$ cat src/rtl/fpu_aligner.sv
// fpu_aligner: orders two IEEE-754 operands by magnitude and right-aligns the smaller mantissa with sticky tracking
module fpu_aligner #(
  parameter int EXP_W = 8,
  parameter int FRAC_W = 23
) (
  input  logic                      clk,
  input  logic                      rst_n,
  input  logic [EXP_W+FRAC_W:0]     a,
  input  logic [EXP_W+FRAC_W:0]     b,
  input  logic                      in_valid,
  output logic                      in_ready,
  output logic                      out_valid,
  input  logic                      out_ready,
  output logic [EXP_W-1:0]          exp_out,
  output logic [FRAC_W+3:0]         mant_big,
  output logic [FRAC_W+3:0]         mant_small,
  output logic                      sign_big,
  output logic                      sign_small,
  output logic                      swapped,
  output logic                      special
);
  localparam int W = 1 + EXP_W + FRAC_W;
  localparam int MW = FRAC_W + 4;
  localparam int CW = $clog2(MW);
  typedef enum logic [1:0] {IDLE, SHIFT, DONE} state_t;
  state_t state, state_nx;
  logic [CW-1:0] cnt, k_nx;
  logic [EXP_W-1:0] ea, eb, ea_eff, eb_eff, diff;
  logic [MW-1:0] mant_a, mant_b;
  logic swap_nx, spec_nx, accept;
  assign in_ready = state == IDLE;
  assign out_valid = state == DONE;
  assign accept = in_valid & in_ready;
  // operand decode, magnitude ordering and clamped shift distance for the accept edge
  always_comb begin
    ea = a[W-2:FRAC_W];
    eb = b[W-2:FRAC_W];
    ea_eff = ea == '0 ? EXP_W'(1) : ea;
    eb_eff = eb == '0 ? EXP_W'(1) : eb;
    mant_a = {|ea, a[FRAC_W-1:0], 3'b000};
    mant_b = {|eb, b[FRAC_W-1:0], 3'b000};
    swap_nx = b[W-2:0] > a[W-2:0];
    spec_nx = &ea | &eb;
    diff = swap_nx ? eb_eff - ea_eff : ea_eff - eb_eff;
    k_nx = diff > EXP_W'(MW-1) ? CW'(MW-1) : CW'(diff);
  end
  // next state: zero shift or Inf/NaN skips SHIFT; DONE waits for the consumer
  always_comb begin
    state_nx = state;
    state_nx = state == IDLE ? (accept ? ((k_nx == '0 || spec_nx) ? DONE : SHIFT) : IDLE) :
               state == SHIFT ? (cnt == CW'(1) ? DONE : SHIFT) :
               (out_ready ? IDLE : DONE);
  end
  // state register
  always_ff @(posedge clk) state <= !rst_n ? IDLE : state_nx;
  // datapath: capture ordered operands on accept, then shift the small mantissa keeping the sticky bit
  always_ff @(posedge clk) begin
    if (!rst_n) begin
      cnt <= '0;
      exp_out <= '0;
      mant_big <= '0;
      mant_small <= '0;
      sign_big <= 1'b0;
      sign_small <= 1'b0;
      swapped <= 1'b0;
      special <= 1'b0;
    end else if (accept) begin
      cnt <= k_nx;
      exp_out <= swap_nx ? eb_eff : ea_eff;
      mant_big <= swap_nx ? mant_b : mant_a;
      mant_small <= swap_nx ? mant_a : mant_b;
      sign_big <= swap_nx ? b[W-1] : a[W-1];
      sign_small <= swap_nx ? a[W-1] : b[W-1];
      swapped <= swap_nx;
      special <= spec_nx;
    end else if (state == SHIFT) begin
      cnt <= cnt - CW'(1);
      mant_small <= {1'b0, mant_small[MW-1:2], |mant_small[1:0]};
    end
  end
endmodule

$ cat config.mk
export PLATFORM = sky130hd
export DESIGN_NAME = fpu_aligner
export DESIGN_NICKNAME = d
export VERILOG_FILES = /design/src/rtl/fpu_aligner.sv
export SDC_FILE = /design/constraint.sdc
export NUM_CORES = 1
export LEC_CHECK = 0
export BUFFER_PORTS_ARGS = -buffer_cell sky130_fd_sc_hd__buf_2
export CAP_MARGIN = 20
export CORE_ASPECT_RATIO = 0.6
export CORE_UTILIZATION = 45
export CTS_CLUSTER_SIZE = 25
export DETAILED_ROUTE_END_ITERATION = 8
export HOLD_SLACK_MARGIN = 0.02
export PLACE_DENSITY = 0.69
export SYNTH_ARGS = -nofsm -noshare
export SYNTH_HDL_FRONTEND = slang
export SYNTH_SLANG_ARGS = --single-unit
$ cat constraint.sdc
create_clock -name clk -period 3.5 [get_ports clk]
set_clock_uncertainty 0.15 [all_clocks]
set_input_delay 0.35 -clock clk [delete_from_list [all_inputs] [get_ports clk]]
set_output_delay 0.35 -clock clk [all_outputs]
set_load 0.005 [all_outputs]
==> results.json <==
{
  "outcome": "completed",
  "syn_avg_cell_area_um2": 7.202,
  "grt_pass1_wl_um": 26720,
  "finalCriticalPeriod_ns": 3.441,
  "cts_inserted_buffers": 9,
  "yosysSeqAreaShare_pct": 27.14,
  "fin_area_um2": 6556,
  "dp_cells": 977,
  "place_area_um2": 6157,
  "drt-initial-drc-count": 579,
  "fin_nets": 968,
  "io_pins": 136,
  "maxCapViolCount": 0,
  "rsz0062_at_grt": "no",
  "port_buffers": 132,
  "track_usage_pct": 28.78,
  "antenna_cells": 0,
  "clk_pin_slew_ns": 0.06,
  "grt_pass1_vias": 5242,
  "syn_area_um2": 5164,
  "antenna_found_initial": 0,
  "timing.fmax_ghz": 0.2906,
  "grt_start_max_net_pins": 56,
  "vdd_drop_max_mv": 0.2642,
  "period_share_pct": 98.32,
  "via_count": 5755,
  "start_kind": "input pin",
  "synth_ff_type": "dfxtp_1",
  "cts_buffer_depth": 2,
  "first_pass_iters": 5,
  "detail_route.wl_per_cell_um": 17.25,
  "clock_latency_ns": 0.33,
  "fin_setup_tns_ns": 0,
  "crit_type": "input pin to flip-flop",
  "h-tree-depth": 3,
  "synth_warnings": 0,
  "place.gp.congestion": 0.9383,
  "slowest_delay_ns": 0.54,
  "drc_errors": 0,
  "worstPathRequired_ns": 3.59,
  "ys_ff_latch": 70,
  "end_kind": "flip-flop",
  "power_density_nw_per_um2": 529.0,
  "die_h_um": 84.98,
  "crit_path_max_fanout": 3,
  "syn_inst": 717,
  "synth-edff-count": 0,
  "path_buf_inv": 3,
  "grt-ovfl-total": 0,
  "relSlewSlack_pct": 35.01,
  "via_per_inst": 5.784,
  "coreArea_um2": 10850,
  "cts_tree": "done",
  "drive_above_1_share_pct": 26.75,
  "wirelength_um": 17160,
  "area_growth_pct": 26.97,
  "critical_path.top_delay_family": "simple AND/OR/NAND/NOR gates",
  "power.total_uw": 3468,
  "synth_cell_types": 66,
  "crit_path_top_delay_cell": "or4_4",
  "p_leak_uw": 0.003217,
  "hold_viol_final": 0,
  "cp_cell_sequence": "buf_2 > or4_4 > nor2_4 > nor2_2 > inv_2 > ha_4 > inv_1 > fa_2 > a31oi_4 > nand4b_1 > a2111oi_4 > o311ai_2 > mux2i_2 > or4b_1 > o311ai_1",
  "dpl.hpwl_um": 13010,
  "dieArea_um2": 11920,
  "hold_class": "input pin to flip-flop",
  "final_cell_count_no_fill": 995,
  "worstPathArrival_ns": 3.53,
  "rows": 29,
  "layout_common_cells": "nand2_1 (132), buf_2 (132), nor2_1 (70), dfxtp_1 (70), inv_1 (51)",
  "cts-root-buf": "clkbuf_16",
  "ant_nets": 0,
  "finalMaxSlewViolations": 0,
  "setup_viol": 0,
  "start_util_pct": 47.60,
  "die_x_um": 140.3,
  "tightestPinTransition_ns": 0.9725,
  "synthArstFlopShare_pct": 0,
  "cts.sinks": 70
}
layout make-up:
cell class | instances | area, um2
clock buffer | 9 | 225.2
clock inverter | 7 | 78.83
inverter | 54 | 202.7
sequential | 70 | 1401
multi-input combinational | 534 | 3413
fill | 1006 | 4293
tap | 139 | 173.9
timing repair buffer | 182 | 1061
worst reg2reg max path: cells and delay by family, from the launching register on:
kind,cells,cell delay (ns)
AND/OR/NAND/NOR,3,0.72
buffers and inverters,1,0.46
AO/OA/AOI/OAI,1,0.36
flip-flops,1,0.33
routing by layer:
metal / up-vias / routed length [um] / track usage, %
met1: 2680 / 8433 / 44.28
met2: 281 / 6782 / 39.32
li1: 2774 / - / -
met4: 0 / 170 / 6.993
met3: 20 / 1777 / 6.772
met5: - / 0 / 0
logic make-up (layout without fill, tap and decap cells):
family | after synthesis | in the layout | synth area share, %
other | 1 | 3 | 0.07262
XOR/XNOR | 6 | 6 | 1.018
buffers and inverters | 115 | 252 | 9.062
AO/OA/AOI/OAI | 153 | 153 | 20.81
AND/OR/NAND/NOR | 317 | 317 | 28.47
flip-flops | 70 | 70 | 27.14
adder cells (fa/ha/maj) | 49 | 49 | 12.16
multiplexers | 6 | 6 | 1.260
timing repair:
item                                    4_1_cts  5_1_grt
hold endpoints to repair                      0        0
buffers inserted                              0        2
hold buffers                                  0        0
endpoints found under the setup margin        0        6
gates resized for setup                       0       18
synth_stat cells (3+ instances only):
cell type,instances,share of area (%)
buf_2,8,0.78
buf_4,3,0.44
o21ai_0,12,1.2
nand2_1,132,9.6
a211oi_1,19,2.8
o2111ai_1,3,0.51
xnor2_1,3,0.51
dfxtp_1,70,27
mux2i_1,4,0.78
o21bai_1,3,0.44
nor2b_1,4,0.48
a21o_1,3,0.44
nand3_1,34,3.3
o21a_1,5,0.73
o211ai_1,25,3.6
nor2_1,72,5.2
clkbuf_1,45,3.3
ha_1,47,11
nand4_1,12,1.5
buf_1,3,0.22
inv_1,53,3.9
or4_1,3,0.44
a31oi_1,4,0.48
a221oi_1,3,0.51
a21oi_1,39,3.8
nor3_1,12,1.2
xor2_1,3,0.51
a311oi_1,16,2.7
and3_1,24,2.9
metrics by stage:
stage / hold slack [ns] / worst slack [ns] / utilization [%]
CTS: 0.1373 / 0.007195 / 59.55
global route: 0.1415 / 0.0003806 / 60.43
global placement: 0.2962 / -0.1412 / 56.75
floorplan: 0.2983 / -0.004538 / -
detailed placement: 0.3001 / -0.3077 / 56.75
finish: 0.1492 / 0.05864 / 60.43
state kept, by name, summed over array words and instances (netlist names):
signal      flops
cnt             5
exp_out         8
mant_big       24
mant_small     27
sign_big        1
sign_small      1
special         1
state           2
swapped         1
worst paths after layout:
| kind | depth (start not counted) | slack [ns] | start | endpoint |
|---|---|---|---|---|
| hold reg to reg | 2 | 0.31 | mant_big[26]$_SDFFE_PN0P_ | mant_big[26]$_SDFFE_PN0P_ |
| hold / removal | 3 | 0.15 | a[17] | mant_big[20]$_SDFFE_PN0P_ |
| setup / recovery | 15 | 0.06 | b[24] | cnt[0]$_SDFFE_PN0P_ |
| setup reg to reg | 5 | 1.39 | state[0]$_SDFF_PN0_ | mant_small[24]$_SDFFE_PN0P_ |
where the power goes:
| group | switching [uW] | internal [uW] |
|---|---|---|
| sequential | 128 | 983 |
| clock | 382 | 561 |
| combinational | 836 | 578 |
No activity file was read; power rests on OpenSTA's default activity.
